`src/rtl/fetch_queue_if.sv`:
```
// Fetch-to-decode handshake bundle.
// Fetch drives the head instruction; decode drives ready.
interface fetch_queue_if #(
    parameter int PC_W = 32
) ();
    logic            inst_valid;
    logic            inst_ready;
    logic [31:0]     inst_data;
    logic [PC_W-1:0] inst_pc;

    modport master (
        output inst_valid,
        output inst_data,
        output inst_pc,
        input  inst_ready
    );

    modport slave (
        input  inst_valid,
        input  inst_data,
        input  inst_pc,
        output inst_ready
    );
endinterface

```
`src/rtl/fetch_queue.sv`:
```
// Instruction fetch stage with a credit-based prefetch queue.
// Redirects from decode (jump) and EX (branch) flush queued and in-flight fetches.
module fetch_queue #(
    parameter int              PC_W     = 32,
    parameter int              IMEM_AW  = 6,
    parameter int              QDEPTH   = 4,
    parameter logic [PC_W-1:0] RESET_PC = '0
) (
    input  logic               clk,
    input  logic               flush_n,
    output logic               imem_req,
    output logic [IMEM_AW-1:0] imem_addr,
    input  logic [31:0]        imem_rdata,
    input  logic               jump_id,
    input  logic [PC_W-1:0]    jump_pc_id,
    input  logic [25:0]        jump_tgt_id,
    input  logic               branch_taken_ex,
    input  logic [PC_W-1:0]    branch_tgt_ex,
    fetch_queue_if.master      dq
);
    localparam int PW = $clog2(QDEPTH);
    localparam logic [PW:0] DEPTH = (PW+1)'(QDEPTH);

    typedef struct packed {
        logic [PC_W-1:0] pc;
        logic [31:0]     data;
    } entry_t;

    entry_t          q [QDEPTH];
    logic [PC_W-1:0] fpc;
    logic [PC_W-1:0] inflightPc;
    logic            inflight;
    logic [PW:0]     count;
    logic [PW-1:0]   rdPtr;
    logic [PW-1:0]   wrPtr;

    logic            redirect;
    logic            issue;
    logic            push;
    logic            pop;
    logic            valid;
    logic [PC_W-1:0] jumpPlus4;
    logic [PC_W-1:0] jumpTgt;
    logic [PC_W-1:0] target;

    assign redirect = branch_taken_ex | jump_id;
    assign valid    = (count != '0);
    // Credits cover both queued entries and the response still in flight.
    assign issue = flush_n & ~redirect
                 & ((count + {{PW{1'b0}}, inflight}) < DEPTH);
    assign push  = inflight & ~redirect;
    assign pop   = valid & dq.inst_ready & ~redirect;

    assign jumpPlus4 = jump_pc_id + PC_W'(4);

    generate
        if (PC_W > 28) begin : gWide
            logic unusedLow;
            assign jumpTgt   = {jumpPlus4[PC_W-1:28], jump_tgt_id, 2'b00};
            assign unusedLow = ^jumpPlus4[27:0];
        end else begin : gNarrow
            logic [27:0] full;
            logic        unusedHi;
            assign full     = {jump_tgt_id, 2'b00};
            assign jumpTgt  = full[PC_W-1:0];
            assign unusedHi = ^{jumpPlus4, full};
        end
    endgenerate

    always_comb begin
        target      = branch_taken_ex ? branch_tgt_ex : jumpTgt;
        target[1:0] = 2'b00;
    end

    always_ff @(posedge clk or negedge flush_n) begin
        if (!flush_n) begin
            fpc        <= RESET_PC;
            inflight   <= 1'b0;
            inflightPc <= '0;
            count      <= '0;
            rdPtr      <= '0;
            wrPtr      <= '0;
        end else if (redirect) begin
            fpc      <= target;
            inflight <= 1'b0;
            count    <= '0;
            rdPtr    <= '0;
            wrPtr    <= '0;
        end else begin
            inflight <= issue;
            if (issue) begin
                fpc        <= fpc + PC_W'(4);
                inflightPc <= fpc;
            end
            if (push) wrPtr <= wrPtr + PW'(1);
            if (pop)  rdPtr <= rdPtr + PW'(1);
            unique case ({push, pop})
                2'b10:   count <= count + (PW+1)'(1);
                2'b01:   count <= count - (PW+1)'(1);
                default: count <= count;
            endcase
        end
    end

    // Storage holds no reset; count alone qualifies its contents.
    always_ff @(posedge clk) begin
        if (push) q[wrPtr] <= '{pc: inflightPc, data: imem_rdata};
    end

    assign imem_req      = issue;
    assign imem_addr     = fpc[IMEM_AW+1:2];
    assign dq.inst_valid = valid;
    assign dq.inst_data  = valid ? q[rdPtr].data : '0;
    assign dq.inst_pc    = valid ? q[rdPtr].pc : '0;
endmodule

```
`src/flat_wrapper.sv`:
```
// flat-port wrapper written by rule: the top's interface ports become plain ports
module fetch_queue_flat 
#(
    parameter int              PC_W     = 32,
    parameter int              IMEM_AW  = 6,
    parameter int              QDEPTH   = 4,
    parameter logic [PC_W-1:0] RESET_PC = '0
)
  (clk, flush_n, imem_req, imem_addr, imem_rdata, jump_id, jump_pc_id, jump_tgt_id, branch_taken_ex, branch_tgt_ex, dq_inst_valid, dq_inst_data, dq_inst_pc, dq_inst_ready);
  fetch_queue_if #(.PC_W(PC_W)) dq_i ();
  input  logic clk;
  input  logic flush_n;
  output logic imem_req;
  output logic [IMEM_AW-1:0] imem_addr;
  input  logic [31:0] imem_rdata;
  input  logic jump_id;
  input  logic [PC_W-1:0] jump_pc_id;
  input  logic [25:0] jump_tgt_id;
  input  logic branch_taken_ex;
  input  logic [PC_W-1:0] branch_tgt_ex;
  output wire logic [$bits(dq_i.inst_valid)-1:0] dq_inst_valid;
  output wire logic [$bits(dq_i.inst_data)-1:0] dq_inst_data;
  output wire logic [$bits(dq_i.inst_pc)-1:0] dq_inst_pc;
  input wire logic [$bits(dq_i.inst_ready)-1:0] dq_inst_ready;
  assign dq_inst_valid = dq_i.inst_valid;
  assign dq_inst_data = dq_i.inst_data;
  assign dq_inst_pc = dq_i.inst_pc;
  assign dq_i.inst_ready = dq_inst_ready;
  fetch_queue #(.PC_W(PC_W), .IMEM_AW(IMEM_AW), .QDEPTH(QDEPTH), .RESET_PC(RESET_PC)) u_core (.clk(clk), .flush_n(flush_n), .imem_req(imem_req), .imem_addr(imem_addr), .imem_rdata(imem_rdata), .jump_id(jump_id), .jump_pc_id(jump_pc_id), .jump_tgt_id(jump_tgt_id), .branch_taken_ex(branch_taken_ex), .branch_tgt_ex(branch_tgt_ex), .dq(dq_i));
endmodule
```
`config.mk`:
```
export PLATFORM = sky130hd
export DESIGN_NAME = fetch_queue_flat
export DESIGN_NICKNAME = d
export VERILOG_FILES = /design/src/rtl/fetch_queue_if.sv /design/src/rtl/fetch_queue.sv /design/src/flat_wrapper.sv
export SDC_FILE = /design/constraint.sdc
export NUM_CORES = 1
export LEC_CHECK = 0
export ABC_CLOCK_PERIOD_IN_PS = 3350
export BUFFER_PORTS_ARGS = -buffer_cell sky130_fd_sc_hd__buf_4
export CAP_MARGIN = 30
export CORE_UTILIZATION = 40
export DETAILED_ROUTE_END_ITERATION = 8
export PLACE_DENSITY_LB_ADDON = 0.08
export SYNTH_ARGS = -nofsm -noshare
export SYNTH_HDL_FRONTEND = slang
export SYNTH_SLANG_ARGS = --single-unit
```
`constraint.sdc`:
```
create_clock -name clk -period 3.35 [get_ports clk]
set_input_delay 0.1675 -clock clk [delete_from_list [all_inputs] [get_ports clk]]
set_output_delay 0.1675 -clock clk [all_outputs]
set_load 0.02 [all_outputs]
```
==> impl_results.md <==
- Cells after DPL: 1,381
- Post-route ant nets: 0
- Placer Congestion: 0.775
- Maximum fanout along the worst path: 16
- Met3 usage: 3.43%
- Cell taking the most area after synthesis: edfxtp_1
- Number of global-route vias before repair: 7,996
- N_diodes: 0
- Register area share after synthesis: 69.5%
- Vias per cell: 5.01
- Distinct cell type count after synthesis: 59
- Crit path largest cell delay: 640 ps
- Largest net degree at the start of global routing: 65
- Met2 global-route usage: 30.6%
- # DRC: 0
- Max Cap Viol: 0
- Detailed-route via count: 7,553
- 1st-iter DRT viols: 328
- Max_slew headroom: 47.0%
- Critical path's top delay family: flip-flops
- Mapped Cells: 776
- Die Area: 0.0337 mm^2
- Num rows: 66
- Post-route insts no fill: 1,509
- Number of flops mapped to enable cells by yosys: 248
- CP arrival: 2420 ps
- Most frequent cells in the layout: 248 x edfxtp_1, 204 x buf_4, 66 x and2_1, 66 x dfrtp_1, 65 x dlygate4sd3_1
- Die Ht: 183 um
- Final setup TNS: 0 ps
- First-pass GRT wire length: 45.6 mm
- Post-CTS setup buffers: 0
- Buf/Inv on CP: 2
- Total track usage: 17.9%
- Synth async-reset ratio: 21.5%
- Worst Reg2Reg Path Length in Cells: 7
- Fillers: 2,794
- Crit path depth: 4
- Pwr dens: 521 mW/mm^2
- FF+latch count, synth: 316
- Cell Area, Synth: 0.0132 mm^2
- Synth warn: 0
- Syn-to-layout area delta: 27.9%
- Clock Path Buffers: 3
- CP startpoint kind: flip-flop
- Grt ovf: 0
- Main synth FF type: edfxtp_1
- Hold Path Cell Cnt: 3
- Met1 Usage GRT: 23.3%
- Peak VDD IR: 0.000293 V
- Num Clock Sinks: 316
- Worst Setup End Kind: primary output
- DR pass1 iterations: 5
- Fin crit share: 77.3%
- Final min period: 2590 ps
- HP Class: in -> reg
- Core area: 0.0325 mm^2
- Fmax: 386 MHz
- Nets: 1,175
- I/O Buffers: 192
- Synth top area share: 56.5%
- Die W: 183 um
- Initial Utilization: 40.6%
- IO Pins: 199
- CTS buffer count: 35
- Initial antenna violation count: 0
- Root Driver: clkbuf_16
- Routed wire length per instance: 19.3 um
- Synth area leaders: edfxtp_1 57%, dfrtp_1 13%, mux4_2 11%
- Skew final: 15.1 ps
- Layout cell share with drive strength beyond 1: 34.6%
- RSZ-0062 raised after global routing: false
- Worst Tran Pin Value: 795 ps
- Reg clk slew, reported paths: 50 ps
- Static Leak: 6.07 nW
- Detail Placement HPWL: 18.2 mm
- Commonest non-fill, non-tap cell in the layout: edfxtp_1
- CTS tree: built
- DRT Wirelength: 29.1 mm
- GR peak layer: met2
- CP Data Required Time: 3180 ps
- CP max stage cell: dfrtp_4
- H-tree levels: 2
- Syn_area_per_cell: 17.0 um^2
- Status: complete, no violations
- Worst-Skew Late Latency: 510 ps
- Cell Chain, Critical Path: buf_4 > mux4_2 > and2_1 > buf_4
- Slew Viols, Final: 0
- Endpoints failing setup: 0
- Hold_ws: 16.9 ps
- Critical path class: reg -> out
- Critical Path Most Common Cell: buf_4
- Final hold violation count: 0
- Post-CTS resize count: 0
==> worst paths after layout <==
kind,to,startpoint,slack [ps]
setup / recovery,dq_inst_pc[3],u_core.rdPtr[0]$_DFFE_PN0P_,760
hold / removal,u_core.fpc[25]$_DFFE_PN0P_,jump_tgt_id[23],20
setup reg to reg,u_core.fpc[31]$_DFFE_PN0P_,u_core.fpc[10]$_DFFE_PN0P_,890
hold reg to reg,u_core.q[3][44]$_DFFE_PP_,u_core.inflightPc[12]$_DFFE_PN0P_,510
max in group asynchronous,u_core.rdPtr[1]$_DFFE_PN0P_,flush_n,2180
min in group asynchronous,u_core.fpc[13]$_DFFE_PN0P_,flush_n,70
==> synth_stat cells, drive strengths merged (5+ instances only) <==
library cell  count
a21oi            29
nor3              5
and3              7
nor2             26
xnor2             9
mux2i             7
mux4             62
o22ai            15
xor2             15
ha                6
and2             67
inv               9
o21ai            18
dfrtp            68
nand4            20
nand3             7
edfxtp          248
buf              23
mux2             28
and4              6
clkbuf           23
nand2            40
==> routing by layer <==
metal | vias to the layer above | share of wire, % | wire, um
li1 | 3542 | - | -
met4 | 0 | 1.8 | 527
met3 | 39 | 4.9 | 1440
met5 | - | 0 | 0
met1 | 3752 | 44 | 12800
met2 | 220 | 49 | 14400
==> metrics by stage <==
| step | cell area, um^2 | worst slack [ps] | utilization, % | power (mW) |
|---|---|---|---|---|
| floorplan | 13200 | 432 | - | 4.91 |
| global placement | 15100 | 989 | 46.6 | 5.18 |
| detailed placement | 15100 | 979 | 46.6 | 5.19 |
| CTS | 16800 | 656 | 51.9 | 8.88 |
| global route | 16800 | 601 | 51.9 | 9.12 |
| finish | 16800 | 760 | 51.9 | 8.77 |
==> registers in the layout, summed over array words and instances (netlist names) <==
register,count
u_core.fpc,30
u_core.rdPtr,2
u_core.wrPtr,2
u_core.count,3
u_core.inflightPc,30
u_core.q,248
u_core.inflight,1
==> worst register-to-register path, delay by kind of cell, from the launching register on <==
kind                      cells  cell delay [ps]
xor gates and xnor gates      1              160
DFF                           1              450
and+or+nand+nor               4              920
buffers and inverters         1              580
AOI/OAI and AO/OA             1              300
==> cell type report <==
cell class,count,area [um^2],area share (%)
multi-input cells,406,3760,22.3
flip-flops and latches,316,9160,54.4
clock buffers,51,988,5.87
clock inverters,12,85.1,0.505
well taps,442,553,3.28
repair buffers,273,2260,13.4
inverters,9,33.8,0.201
==> logic make-up (layout without fill, tap and decap cells) <==
logic type	count (synthesis)	count (layout)	synth area share (%)
fa+ha+maj	7	7	0.722
other cells	1	2	0.0285
mux	97	97	13.6
flops	316	316	69.5
buf+inv	55	345	2.17
compound gates	86	86	4.01
simple gates	190	190	8.38
xor+xnor	24	24	1.60
==> repair_timing <==
action                                  4_1_cts  5_1_grt
endpoints found under the hold margin       154        0
endpoints found under the setup margin        0        0
hold buffers                                 65        0
==> where the power goes <==
part | switching, mW | internal, mW
registers | 0.176 | 4.46
clock network | 1.47 | 2.13
logic | 0.233 | 0.304
total | 1.88 | 6.89
No activity file was read; power rests on OpenSTA's default activity.
